### src/rtl/gate_bist_ctrl.sv
// Built-in self-test sequencer for a three-input gate: walks all eight {a,b,c} vectors,
// samples d/e at the end of each hold window and reports pass/fail, error count and first bad vector.
module gate_bist_ctrl #(
    parameter int unsigned HOLD_CYCLES = 4,
    parameter logic [7:0]  EXP_D       = 8'h80,
    parameter logic [7:0]  EXP_E       = 8'h01
) (
    input  logic       clk,
    input  logic       rst,
    input  logic       start,
    input  logic       abort,
    output logic       a_o,
    output logic       b_o,
    output logic       c_o,
    input  logic       d_i,
    input  logic       e_i,
    output logic       busy,
    output logic       done,
    output logic       pass,
    output logic       aborted,
    output logic [3:0] err_cnt,
    output logic [2:0] fail_vec
);

    typedef enum logic [1:0] {
        S_IDLE,
        S_SETTLE,
        S_SAMPLE,
        S_DONE
    } state_t;

    localparam logic [7:0] HOLD_LAST = 8'(HOLD_CYCLES - 2);

    state_t     r_state;
    logic [7:0] r_hold;
    logic [2:0] r_vec;
    logic [2:0] r_stim;
    logic       r_busy;
    logic       r_done;
    logic       r_pass;
    logic       r_aborted;
    logic [3:0] r_err;
    logic [2:0] r_fail;

    logic       w_mismatch;
    logic [3:0] w_err_next;

    // A mismatch on either output is a single error for this vector.
    assign w_mismatch = (d_i != EXP_D[r_vec]) || (e_i != EXP_E[r_vec]);
    assign w_err_next = r_err + 4'(w_mismatch);

    always_ff @(posedge clk) begin
        if (rst) begin
            r_state   <= S_IDLE;
            r_hold    <= '0;
            r_vec     <= '0;
            r_stim    <= '0;
            r_busy    <= 1'b0;
            r_done    <= 1'b0;
            r_pass    <= 1'b0;
            r_aborted <= 1'b0;
            r_err     <= '0;
            r_fail    <= '0;
        end else begin
            r_done <= 1'b0;
            case (r_state)
                S_IDLE: begin
                    if (start) begin
                        r_state   <= S_SETTLE;
                        r_err     <= '0;
                        r_fail    <= '0;
                        r_pass    <= 1'b0;
                        r_aborted <= 1'b0;
                        r_vec     <= '0;
                        r_hold    <= '0;
                        r_stim    <= '0;
                        r_busy    <= 1'b1;
                    end
                end
                S_SETTLE: begin
                    if (abort) begin
                        r_state   <= S_DONE;
                        r_done    <= 1'b1;
                        r_busy    <= 1'b0;
                        r_stim    <= '0;
                        r_aborted <= 1'b1;
                        r_pass    <= 1'b0;
                    end else if (r_hold == HOLD_LAST) begin
                        r_state <= S_SAMPLE;
                    end else begin
                        r_hold <= r_hold + 8'd1;
                    end
                end
                S_SAMPLE: begin
                    // Abort wins over the sample, and that cycle's comparison is dropped.
                    if (abort) begin
                        r_state   <= S_DONE;
                        r_done    <= 1'b1;
                        r_busy    <= 1'b0;
                        r_stim    <= '0;
                        r_aborted <= 1'b1;
                        r_pass    <= 1'b0;
                    end else begin
                        r_err <= w_err_next;
                        if (w_mismatch && (r_err == 4'd0)) begin
                            r_fail <= r_vec;
                        end
                        if (r_vec == 3'd7) begin
                            r_state <= S_DONE;
                            r_done  <= 1'b1;
                            r_busy  <= 1'b0;
                            r_stim  <= '0;
                            r_pass  <= (w_err_next == 4'd0);
                        end else begin
                            r_state <= S_SETTLE;
                            r_vec   <= r_vec + 3'd1;
                            r_stim  <= r_vec + 3'd1;
                            r_hold  <= '0;
                        end
                    end
                end
                S_DONE: begin
                    r_state <= S_IDLE;
                end
                default: begin
                    r_state <= S_IDLE;
                end
            endcase
        end
    end

    assign a_o      = r_stim[2];
    assign b_o      = r_stim[1];
    assign c_o      = r_stim[0];
    assign busy     = r_busy;
    assign done     = r_done;
    assign pass     = r_pass;
    assign aborted  = r_aborted;
    assign err_cnt  = r_err;
    assign fail_vec = r_fail;

endmodule

### config.mk
export PLATFORM = sky130hd
export DESIGN_NAME = gate_bist_ctrl
export DESIGN_NICKNAME = d
export VERILOG_FILES = /design/src/rtl/gate_bist_ctrl.sv
export SDC_FILE = /design/constraint.sdc
export NUM_CORES = 1
export LEC_CHECK = 0
export CAP_MARGIN = 20
export CORE_ASPECT_RATIO = 0.9
export CORE_UTILIZATION = 51
export CTS_BUF_LIST = sky130_fd_sc_hd__clkbuf_8
export DETAILED_ROUTE_END_ITERATION = 8
export PLACE_DENSITY = 0.77
export SYNTH_ARGS = -nofsm -noshare
export SYNTH_HDL_FRONTEND = slang
export SYNTH_SLANG_ARGS = --single-unit
### constraint.sdc
create_clock -name clk -period 1.77 [get_ports clk]
set_input_delay 0.531 -clock clk [delete_from_list [all_inputs] [get_ports clk]]
set_output_delay 0.531 -clock clk [all_outputs]
set_load 0.05 [all_outputs]
* Word-level counts from Yosys, hierarchy flattened
Memories as Yosys holds them, arrays and structs flattened. A register that Yosys moved wholly into a read port is not among the register bits.
Index checks and enable logic that the tools add are counted.
** Word-level totals
- Register bits :: 27
- Bits in writable memories :: 0
- Bits in latches :: 0
- Memories :: 2
- Memory bits (read-only) :: 16
** Cells by class
- Eq/ne operators :: 17
- $mul :: 0
- Reduce and logical (&&, ||, !) cells :: 17
- $add $sub $neg :: 3
- Mux-type cells :: 47
- Magnitude comparators :: 1
- Div/mod/pow operators :: 0
- Shifts and indexed selects :: 0
- Bitwise logic cells :: 0
** Memory list
- (no name shown) :: depth 8, bits a word 1, rd ports 1, clocked after memory_dff 1, wr ports 0, line 49 : assign w_mismatch = (d_i != EXP_D[r_vec]) || (e_i != EXP_E[r_vec]);
- (no name shown) :: depth 8, bits a word 1, rd ports 1, clocked after memory_dff 1, wr ports 0, line 49
** Operator list (count)
- 2-to-1 mux 8 bit :: 5
- 2-to-1 mux 3 bit :: 12
- one-hot mux 8 bit (3 select lines) :: 1
- != test 2 bit, second input constant :: 7
- 2-to-1 mux 1 bit :: 13
- one-hot mux 3 bit (2 select lines) :: 2
- AND reduction 4 bit :: 3
- 2-to-1 mux 2 bit :: 5
- one-hot mux 3 bit (3 select lines) :: 1
- AND reduction 3 bit :: 3
- adder 8 x 1 -> 8 bit, second input constant :: 1
- equality test 8 x 2 -> 1 bit, second input constant :: 1
- zero test 4 bit :: 2
- 2-to-1 mux 4 bit :: 2
- one-hot mux 2 bit (4 select lines) :: 1
- one-hot mux 4 bit (2 select lines) :: 1
- != test 3 bit, second input constant :: 2
- one-hot mux 1 bit (3 select lines) :: 2
- AND reduction 6 bit :: 1
- adder 4 x 1 -> 4 bit :: 1
- equality test 2 bit, second input constant :: 2
- less-than comparator 3 x 4 -> 1 bit, second input constant :: 1
- one-hot mux 1 bit (2 select lines) :: 2
- nonzero test 2 bit :: 2
- other kinds (11) :: 12

* Logic depth before layout (Yosys ltp)
Gate-level depths: netlist of the first run.
- Depth in word-level cells :: 9
- Depth in mapped cells :: 8

* Worst setup path before layout of the first run
Ideal clock, no wire load.
- Path type :: reg2reg
- From :: register r_hold[0]
- To :: register r_state[0]
- Stages on the path, launching flop included :: 7
- Clock period less this slack :: 1.822 ns
- Slack :: -0.052 ns
- Required time :: 1.638 ns
- Library setup time :: 0.132 ns
- Arrival time :: 1.690 ns
- Cell sequence :: dfxtp_1 inv_1 ha_1 or4b_4 or4_4 o41ai_2 a21oi_1
** On the way
- Longest elaborated chain between the ends :: 3
** RTL lines
- from (decl) :: line 35 : logic [7:0] r_hold;
- from (signal assigned) :: line 91 : r_hold <= r_hold + 8'd1;
- equality test 8 x 2 -> 1 bit :: line 88 : end else if (r_hold == HOLD_LAST) begin
- != test 3 bit (no line)
- AND reduction 2 bit (no line)
- to (signal assigned) :: line 82 : r_state <= S_DONE;
- to (signal assigned) :: line 89 : r_state <= S_SAMPLE;
- to (signal assigned) :: line 97 : r_state <= S_DONE;
- to (decl) :: line 34 : state_t r_state;
Every way passes these cells.
A chain may end at the register's enable or synchronous reset.

* Worst setup path in the final report of the first run
Same ends and word-level chain as after synthesis.

==> flow_summary_export.csv, run 1 <==
group,metric,value,unit
critical_path,path_max_fanout,3,
placed_design,gp_congestion,0.879,
floorplanning,dieArea,3340,µm²
global_routing,track_usage,35.2,%
hold_path,hold_depth,2,
synth,yosysSeqAreaShare,36.5,%
clocking,cts_buffers,5,
sta,tightest_slew,0.395,ns
sta,fmax,0.488,GHz
finish,final_nets,279,
run,max-cap-violations,0,
synth,yosysWarnings,0,
synth,muxShareOfSynthArea,1.26,%
critical_path,crit_buf_inv,1,
finish,area_growth,65.1,%
synth,synth_compound_area_share,20.2,%
sta,skew,0.00417,ns
sta,max_slew_margin,73.6,%
synth,syn_avg_cell_area,8.59,µm²
critical_path,cp_top_family,"simple AND/OR/NAND/NOR gates",
synth,netlist.area_leader.share,36.5,%
floorplanning,row_count,18,
floorplanning,die_x,60.8,µm
clocking,cts_max_level,2,
finish,final_util,91.7,%
power,power.density,1090,nW/µm²
critical_path,worst_r2r_path_depth,6,
placed_design,io_buffers,19,
clocking,cts.reportedPaths.clkPinSlew,0.07,ns
clocking,cts_root_buffer,"clkbuf_8",
drt,vias,1907,
sta,setup_viol,10,
power,power,2.86,mW
placed_design,place_inst,279,
finish,instances_no_fill,303,
synth,synth-simple-area-share,27.4,%
clocking,clk_latency,0.29,ns
floorplanning,initial_core_util,55.6,%
finish,fillCellCount,105,
power,total_leakage_power,1.09,nW
global_routing,grt_pass1_wl,8270,µm
finish,final_cell_mix,"buf_4, dfxtp_1, a21oi_1",
synth,synth_top_family_by_area,"simple AND/OR/NAND/NOR gates",
hold_path,hp-class,"reg -> reg",
synth,synthCells,185,
critical_path,cp_data_required_time,1.93,ns
synth,syn-num-nets,202,
global_routing,grt_max_degree,25,
drt,wirelength,6250,µm
synth,async_reset_ff_share,0,%
synth,yosys.area.top_type,"dfxtp_1",
sta,finalHoldViolCount,0,
power,ir_worst_vdd,0.000764,V
finish,multi_input_area,1150,µm²
finish,seqCellArea,587,µm²
critical_path,cp-start-kind,"flop",
synth,synth_seq_cells,29,
sta,rsz0062_at_grt,"yes",
floorplanning,coreArea,2860,µm²
synth,synth_fa_ha_area_share,8.66,%
global_routing,grt_pass1_vias,1778,
critical_path,cp-end-kind,"flop",
placed_design,dp_slack,-0.624,ns
floorplanning,die_y,55.0,µm
synth,synthTopCellsByArea,"dfxtp_1, ha_1, a21oi_1, nand3_1, o21ai_0",
finish,drive_gt1_share,45.6,%
sta,setup_ws,-0.278,ns
run_status,status,"finished with violations",
sta,finalCritPeriodShare,116,%
critical_path,cp.arrival,2.21,ns
critical_path,cp_cell_sequence,"inv_2 -> ha_4 -> or4b_4 -> or4_4 -> o41ai_2 -> a21oi_1",
critical_path,cpMaxStageDelayCell,"or4b_4",
sta,final_max_slew_viol_count,0,
critical_path,path_depth,6,
synth,ys.flop_type,"dfxtp_1",
synth,synth_area,1590,µm²
clocking,cts_hold_buf,0,
drt,drcViolationCount,0,
drt,drt_iter0_drc,172,
drt,ant_nets,0,
critical_path,max_stage_delay,0.50,ns
synth,synth_cell_types,50,
global_routing,grt_antenna_before_repair,0,
critical_path,reg2reg_slack,-0.28,ns
placed_design,hpwl,3410,µm
clocking,numClockSinks,29,
sta,min_period,2.05,ns
floorplanning,ioPinCount,20,
drt,drt_pass1_iterations,6,
critical_path,worstSetupPathType,"reg -> reg",
global_routing,grt-ovfl-total,0,
finish,antenna_cells,0,
clocking,cts_tree,"done",
clocking,cts_buffer_depth,2,
drt,wl_per_cell,20.6,µm
run_status,violations,"negative setup slack",
synth,synthXorXnorAreaFrac,2.20,%
finish,mostFrequentLayoutCell,"buf_4",
synth,synth_edf_count,0,
drt,via_per_inst,6.29,
area by class of cell:
| class | count | share of cell area (%) |
|---|---|---|
| Multi-Input combinational cell | 143 | 43.7 |
| Clock buffer | 6 | 3.15 |
| Clock inverter | 2 | 1.29 |
| Timing Repair Buffer | 78 | 26.9 |
| Sequential cell | 29 | 22.4 |
| Tap cell | 40 | 1.91 |
| Inverter | 5 | 0.715 |
cells in the mapped netlist, drive strengths merged, types with 2 or more instances:
cell type / number
o21ai: 11
dfxtp: 29
or4: 6
nor3: 6
o21a: 4
xnor2: 2
mux2i: 2
nand2b: 4
inv: 5
nand4: 4
buf: 2
xor2: 2
o211ai: 2
or2: 2
ha: 11
nor4: 4
a22oi: 2
clkbuf: 6
a21oi: 20
nor2: 9
and2: 2
or3: 2
and3: 2
nor2b: 3
nand2: 12
nand3: 12
o41ai: 2
sequential cells by signal, summed over array words and instances, names as in the netlist, named ones only:
signal	flops
pass	1
err_cnt	4
busy	1
aborted	1
fail_vec	3
r_state	2
r_vec	3
r_hold	8
r_stim	3
done	1
stage by stage:
stage               hold slack [ns]  TNS [ns]  cell area, µm²
floorplan                     0.457   -0.0803            1610
global placement              0.452     -8.37            2190
detailed placement            0.455     -9.82            2190
CTS                           0.459    -0.310            2440
global route                  0.488     -2.19            2620
finish                        0.481     -1.24            2620
power breakdown:
part           leakage, nW  switching, mW  internal, mW
Combinational        0.787          0.732         0.664
Clock               0.0626          0.275         0.453
Sequential           0.236         0.0372         0.697
layer usage:
layer  GRT usage [%]  wire length (µm)  up-vias
li1                -                 -      845
met5               0                 0        -
met3            10.7               424       40
met2            56.2              3020      115
met1            40.3              2530      907
met4            25.8               277        0
logic make-up (layout without fill, tap and decap cells):
family,Yosys count,count (layout)
adders and majority gates,11,11
AOI/OAI and AO/OA,50,50
and+or+nand+nor,76,76
muxes,2,2
xor gates and xnor gates,4,4
buffers and inverters,13,91
DFF,29,29
worst reg2reg max path: stages (launching register included):
cell	delay, ns
dfxtp_2	0.33
inv_2	0.08
ha_4	0.15
or4b_4	0.50
or4_4	0.47
o41ai_2	0.25
a21oi_1	0.14
path summary, 6_finish.rpt:
check / endpoint / startpoint
worst max register to register: r_state[0] / r_hold[0]
worst min register to register: fail_vec[1] / fail_vec[1]
worst max-delay path: r_state[0] / r_hold[0]
worst min-delay path: fail_vec[1] / fail_vec[1]
repair_timing:
action                                  in CTS  in global routing
pin swaps                                   12                 15
endpoints found under the setup margin      20                 21
resized for setup                           20                 29
setup buffers                                9                  7
(Power assumes the default switching activity.)
==> inputs of run 2 (changes only) <==
--- a/config.mk
+++ b/config.mk
@@ -10,6 +10,7 @@
 export CORE_UTILIZATION = 51
 export CTS_BUF_LIST = sky130_fd_sc_hd__clkbuf_8
 export DETAILED_ROUTE_END_ITERATION = 8
+export GPL_ROUTABILITY_DRIVEN = 1
 export PLACE_DENSITY = 0.77
 export SYNTH_ARGS = -nofsm -noshare
 export SYNTH_HDL_FRONTEND = slang
==> results of run 2 <==
No change in the layout: final DEF, timing and power equal those of run 1.
==> RTL change 1 (settings of run 1) <==
Register the outputs `a_o`, `b_o` and `c_o`, without a reset; this adds one clock of latency there. The other outputs are not delayed to match.
--- a/src/rtl/gate_bist_ctrl.sv
+++ b/src/rtl/gate_bist_ctrl.sv
@@ -130,7 +130,9 @@
     end
 
-    assign a_o      = r_stim[2];
-    assign b_o      = r_stim[1];
-    assign c_o      = r_stim[0];
+    always_ff @(posedge clk) begin
+        a_o <= r_stim[2];
+        b_o <= r_stim[1];
+        c_o <= r_stim[0];
+    end
     assign busy     = r_busy;
     assign done     = r_done;
Formal check against the unedited RTL: not equivalent (a bounded check fails within 10 cycles, from zero or initial values and one cycle with rst high).
==> RTL change 1 against run 1 <==
The run still ends with negative setup slack left; sequential cell count grew 3; critical path depth did not move; clock power shrank 1%; area after synthesis grew 2.8%; wire length grew 12%; setup slack better by 0.11 ns; core utilization down 1.6 points; design area rose by 4.5%; power increased by 19%; critical endpoint is now r_hold[0].
==> RTL change 1: results (changes against run 1) <==
Outcome
  • Status: finished, violations left
  • Failing checks: negative setup slack

Synth
  • Netlist cell types: 48 (-4.0%)
  • Mux cell area share after synthesis: 0.6130% (-0.65 points)
  • Synth Area in Compound Gates: 21.38% (+1.2 points)
  • Commonest cells post-synth: dfxtp_1, a21oi_1, nand2_1
  • XOR/XNOR Fraction of Synth Area: 2.146% (-0.059 points)
  • Post-synth net total: 200 (-0.99%)
  • Synth Area in Adders: 8.429% (-0.23 points)
  • Post-synthesis cell count: 183 (-1.1%)

Global route
  • Vias in the first global route: 1949 (+9.6%)
  • Met3 Usage GRT: 11.86% (+1.2 points)
  • First-pass GRT wire length: 9584 um (+16%)
  • GR Util met2: 58.83% (+2.6 points)
  • Largest net degree at the start of global routing: 13 (-48%)

Setup path
  • Slowest cell on crit path: or4_4
  • Reg-to-reg critical path startpoint: r_vec[1]
  • Worst-path fanout max: 5 (+2)
  • Critical path data arrival time: 2.17 ns (-0.04 ns)
  • CP max stage delay: 0.46 ns (-0.04 ns)

Drt
  • Drt first pass iters: 5 (-1)
  • Met2 routed WL: 3221 um (+6.8%)
  • Final wirelength: 7013 um (+12%)
  • Routed vias: 1978 (+3.7%)

Hold path
  • Hold_sp: r_stim[1]

Clock tree
  • Post-CTS setup buffer count: 2 (-7)
  • Resized cells post-CTS: 24 (+20%)

Layout
  • Layout cells sized above 1: 50.98% (+5.4 points)

STA
  • TNS Setup: -0.7903 ns (+0.4542 ns)
  • Slew HR: 72.53% (-1.0 points)
  • Final worst slack: -0.1656 ns (+0.1119 ns)
  • Endpoints failing setup: 11 (+1)

Placement
  • Placed instance area: 2315 um^2 (+5.5%)
  • Hpwl dp: 3593 um (+5.3%)

Power
  • Leak: 1.093 nW (+0.72%)
-- RTL change 1: cell types whose count changed in the layout (fill, tap and decap cells not counted), sizes merged, moves of 2 or more --
cell / delta
nor4: -3
o21a: -2
buf: -6
o41ai: -2
o21ai: -2
nor3: +2
a22o: +3
or2: -2
nand2: +4
dfxtp: +3
nand3: -6
o2bb2ai: +3
-- RTL change 1: final cells by class --
cell class	count	area (um^2)
clock inverter	3	38.79
sequential	32	651.9
tap	42	52.55
multi-input combinational	139	1222
timing repair buffer	72	688.2
fill	135	300.3
inverter	4	20.02
clock buffer	5	68.82
-- RTL change 1: path summary, 6_finish.rpt --
path | endpoint | slack, ns | depth (start not counted)
hold / removal | b_o | 0.36 | 0
setup reg to reg | r_hold[0] | -0.17 | 6
setup / recovery | r_hold[0] | -0.17 | 6
hold reg to reg | b_o | 0.36 | 0
-- RTL change 1: power breakdown --
part           leakage, nW  switching (W)  internal [W]
sequential           0.262      0.0000772      0.000795
combinational        0.772       0.000938      0.000857
clock               0.0593       0.000306      0.000412
==> RTL change 2 (settings of run 1) <==
Made on the original files. Set the parameter `EXP_D` to 8'h40 (it was 8'h80).
--- a/src/rtl/gate_bist_ctrl.sv
+++ b/src/rtl/gate_bist_ctrl.sv
@@ -3,5 +3,5 @@
 module gate_bist_ctrl #(
     parameter int unsigned HOLD_CYCLES = 4,
-    parameter logic [7:0]  EXP_D       = 8'h80,
+    parameter logic [7:0]  EXP_D       = 8'h40,
     parameter logic [7:0]  EXP_E       = 8'h01
 ) (
Behaviour: no difference found for any inputs over 10 cycles, from zero or initial values and one cycle with rst high; that may be too few to reach the edited logic, so the function may still have changed.
==> RTL change 2 against run 1 <==
Wire length shrank 28%; sequential share of layout area grew 2.7 points; design area shrank 11%; largest cell class unchanged; power shrank 3.6%; setup slack gained 0.33 ns; fmax grew 19%; highest routed layer unchanged; area after synthesis shrank 1.2%; sequential cell count is the same; largest power group unchanged; count of clock-buffer cells in the layout grew 1; worst hold slack lost 0.021 ns.
==> RTL change 2: results (changes against run 1) <==
Outcome
  • Status: finished, final reports clean

Synth
  • Post-synthesis cell count: 178 (-3.8%)
  • Mux cell area share after synthesis: 3.187% (+1.9 points)
  • Warnings from Yosys: 0 (unchanged)
  • Top cells by area, synth: dfxtp_1, ha_1, a21oi_1
  • FFs w/ async S/R, synth: 0% (unchanged)
  • Netlist cell types: 44 (-12%)
  • XOR/XNOR Fraction of Synth Area: 2.231% (+0.026 points)
  • Synth Area in Compound Gates: 18.73% (-1.4 points)
  • Commonest cells post-synth: dfxtp_1, a21oi_1, o21ai_0
  • Ys flop type: dfxtp_1
  • Post-synth net total: 195 (-3.5%)
  • Synth Area in Adders: 8.765% (+0.10 points)
  • Sequential area share after synthesis: 36.97% (+0.44 points)

Drt
  • Iter 0 DRT Violations: 70 (-59%)
  • Met1 WL: 1871 um (-26%)
  • Drt first pass iters: 4 (-2)
  • DR WL/cell: 16.82 um (-18%)
  • Met3 WL: 312 um (-26%)
  • Final wirelength: 4475 um (-28%)
  • Vias/cell: 5.959 (-5.3%)
  • Met2 routed WL: 2222 um (-26%)

Layout
  • Filler Cell Count: 175 (+67%)
  • Most flops, register: r_hold
  • # nets final: 242 (-13%)
  • Layout cells sized above 1: 36.28% (-9.3 points)
  • Max reg flops: 8 (unchanged)
  • FF+latch area: 588.1 um^2 (+0.21%)

Setup path
  • Critical path data arrival time: 1.94 ns (-0.27 ns)
  • Crit path max-delay family: compound AO/OA/AOI/OAI gates
  • CP max stage delay: 0.40 ns (-0.10 ns)
  • Slowest cell on crit path: dfxtp_4
  • R2R Setup Slk: 0.05 ns (+0.33 ns)
  • Worst-path fanout max: 6 (+3)

STA
  • Hold violation total from the final report: 0 (unchanged)
  • Skew final: 0.002451 ns (-0.001716 ns)
  • Least-Margin Pin Slew: 0.4102 ns (+0.01509 ns)

Clock tree
  • Root Buffer: clkbuf_8
  • H-Tree Level Count: 2 (unchanged)
  • Clock transition at path regs: 0.06 ns
  • Num CTS Buffers: 5 (unchanged)
  • Worst-skew pair later-pin latency: 0.29 ns (about the same)
  • Clock buffer depth: 2 (unchanged)
  • Post-CTS setup buffer count: 1 (-8)
  • Resized cells post-CTS: 22 (+10%)

Global route
  • Antenna violations before repair: 0 (unchanged)
  • Vias in the first global route: 1462 (-18%)
  • Tot GR Track Use: 27.82% (-7.4 points)
  • Largest net degree at the start of global routing: 22 (-12%)
  • First-pass GRT wire length: 6548 um (-21%)

Placement
  • Placed instance area: 2053 um^2 (-6.4%)
  • Hpwl dp: 2825 um (-17%)
  • RePlAce Congestion: 0.9292 (+5.7%)
  • Port Buffers: 19 (unchanged)
  • Cells after DPL: 256 (-8.2%)

Power
  • Maximum vdd drop: 1.112 mV (+45%)
  • Leak: 0.9049 nW (-17%)

Hold path
  • Min-Delay Path Class: reg -> reg
## RTL change 2: routing by layer
layer / global-route usage, % / up-vias
met5: 0 / -
met3: 8.747 / 8
li1: - / 754
met1: 34.05 / 744
met4: 11.36 / 0
met2: 45.42 / 79
## RTL change 2: metrics by stage
step | setup TNS, ns | hold WS [ns] | setup WS, ns
after floorplan | 0 | 0.4622 | 0.03068
after global placement | -8.122 | 0.4481 | -0.4730
after detailed placement | -9.326 | 0.4566 | -0.5745
after CTS | 0 | 0.4650 | 0.0002154
after global routing | -0.03421 | 0.4955 | -0.01927
final | 0 | 0.4596 | 0.04806
## RTL change 2: path summary, 6_finish.rpt
kind         depth (start not counted)           to        start
max reg2reg                          8         pass   r_state[1]
min reg2reg                          2  fail_vec[2]  fail_vec[2]
max                                  8         pass   r_state[1]
min                                  2  fail_vec[2]  fail_vec[2]
## RTL change 2: kinds of logic (layout without fill, tap and decap cells)
group	count (synthesis)	after routing
buffers and inverters	11	59
muxes	5	5
DFF	29	29
AOI/OAI and AO/OA	48	48
and+or+nand+nor	70	70
xor gates and xnor gates	4	4
adders and majority gates	11	11
## RTL change 2: report_power, final
| part | internal, W | switching (W) | total (W) | leakage [nW] |
|---|---|---|---|---|
| Sequential | 0.000722 | 0.0000792 | 0.000801 | 0.236 |
| Combinational | 0.000652 | 0.000698 | 0.00135 | 0.615 |
| Clock | 0.000350 | 0.000253 | 0.000603 | 0.0542 |
## RTL change 2: cell type report
cell class	instances	area share [%]
multi-input combinational	138	47.33
sequential	29	25.05
timing repair buffer	47	20.31
clock buffer	7	4.104
tap	40	2.132
inverter	4	0.8529
clock inverter	1	0.2132
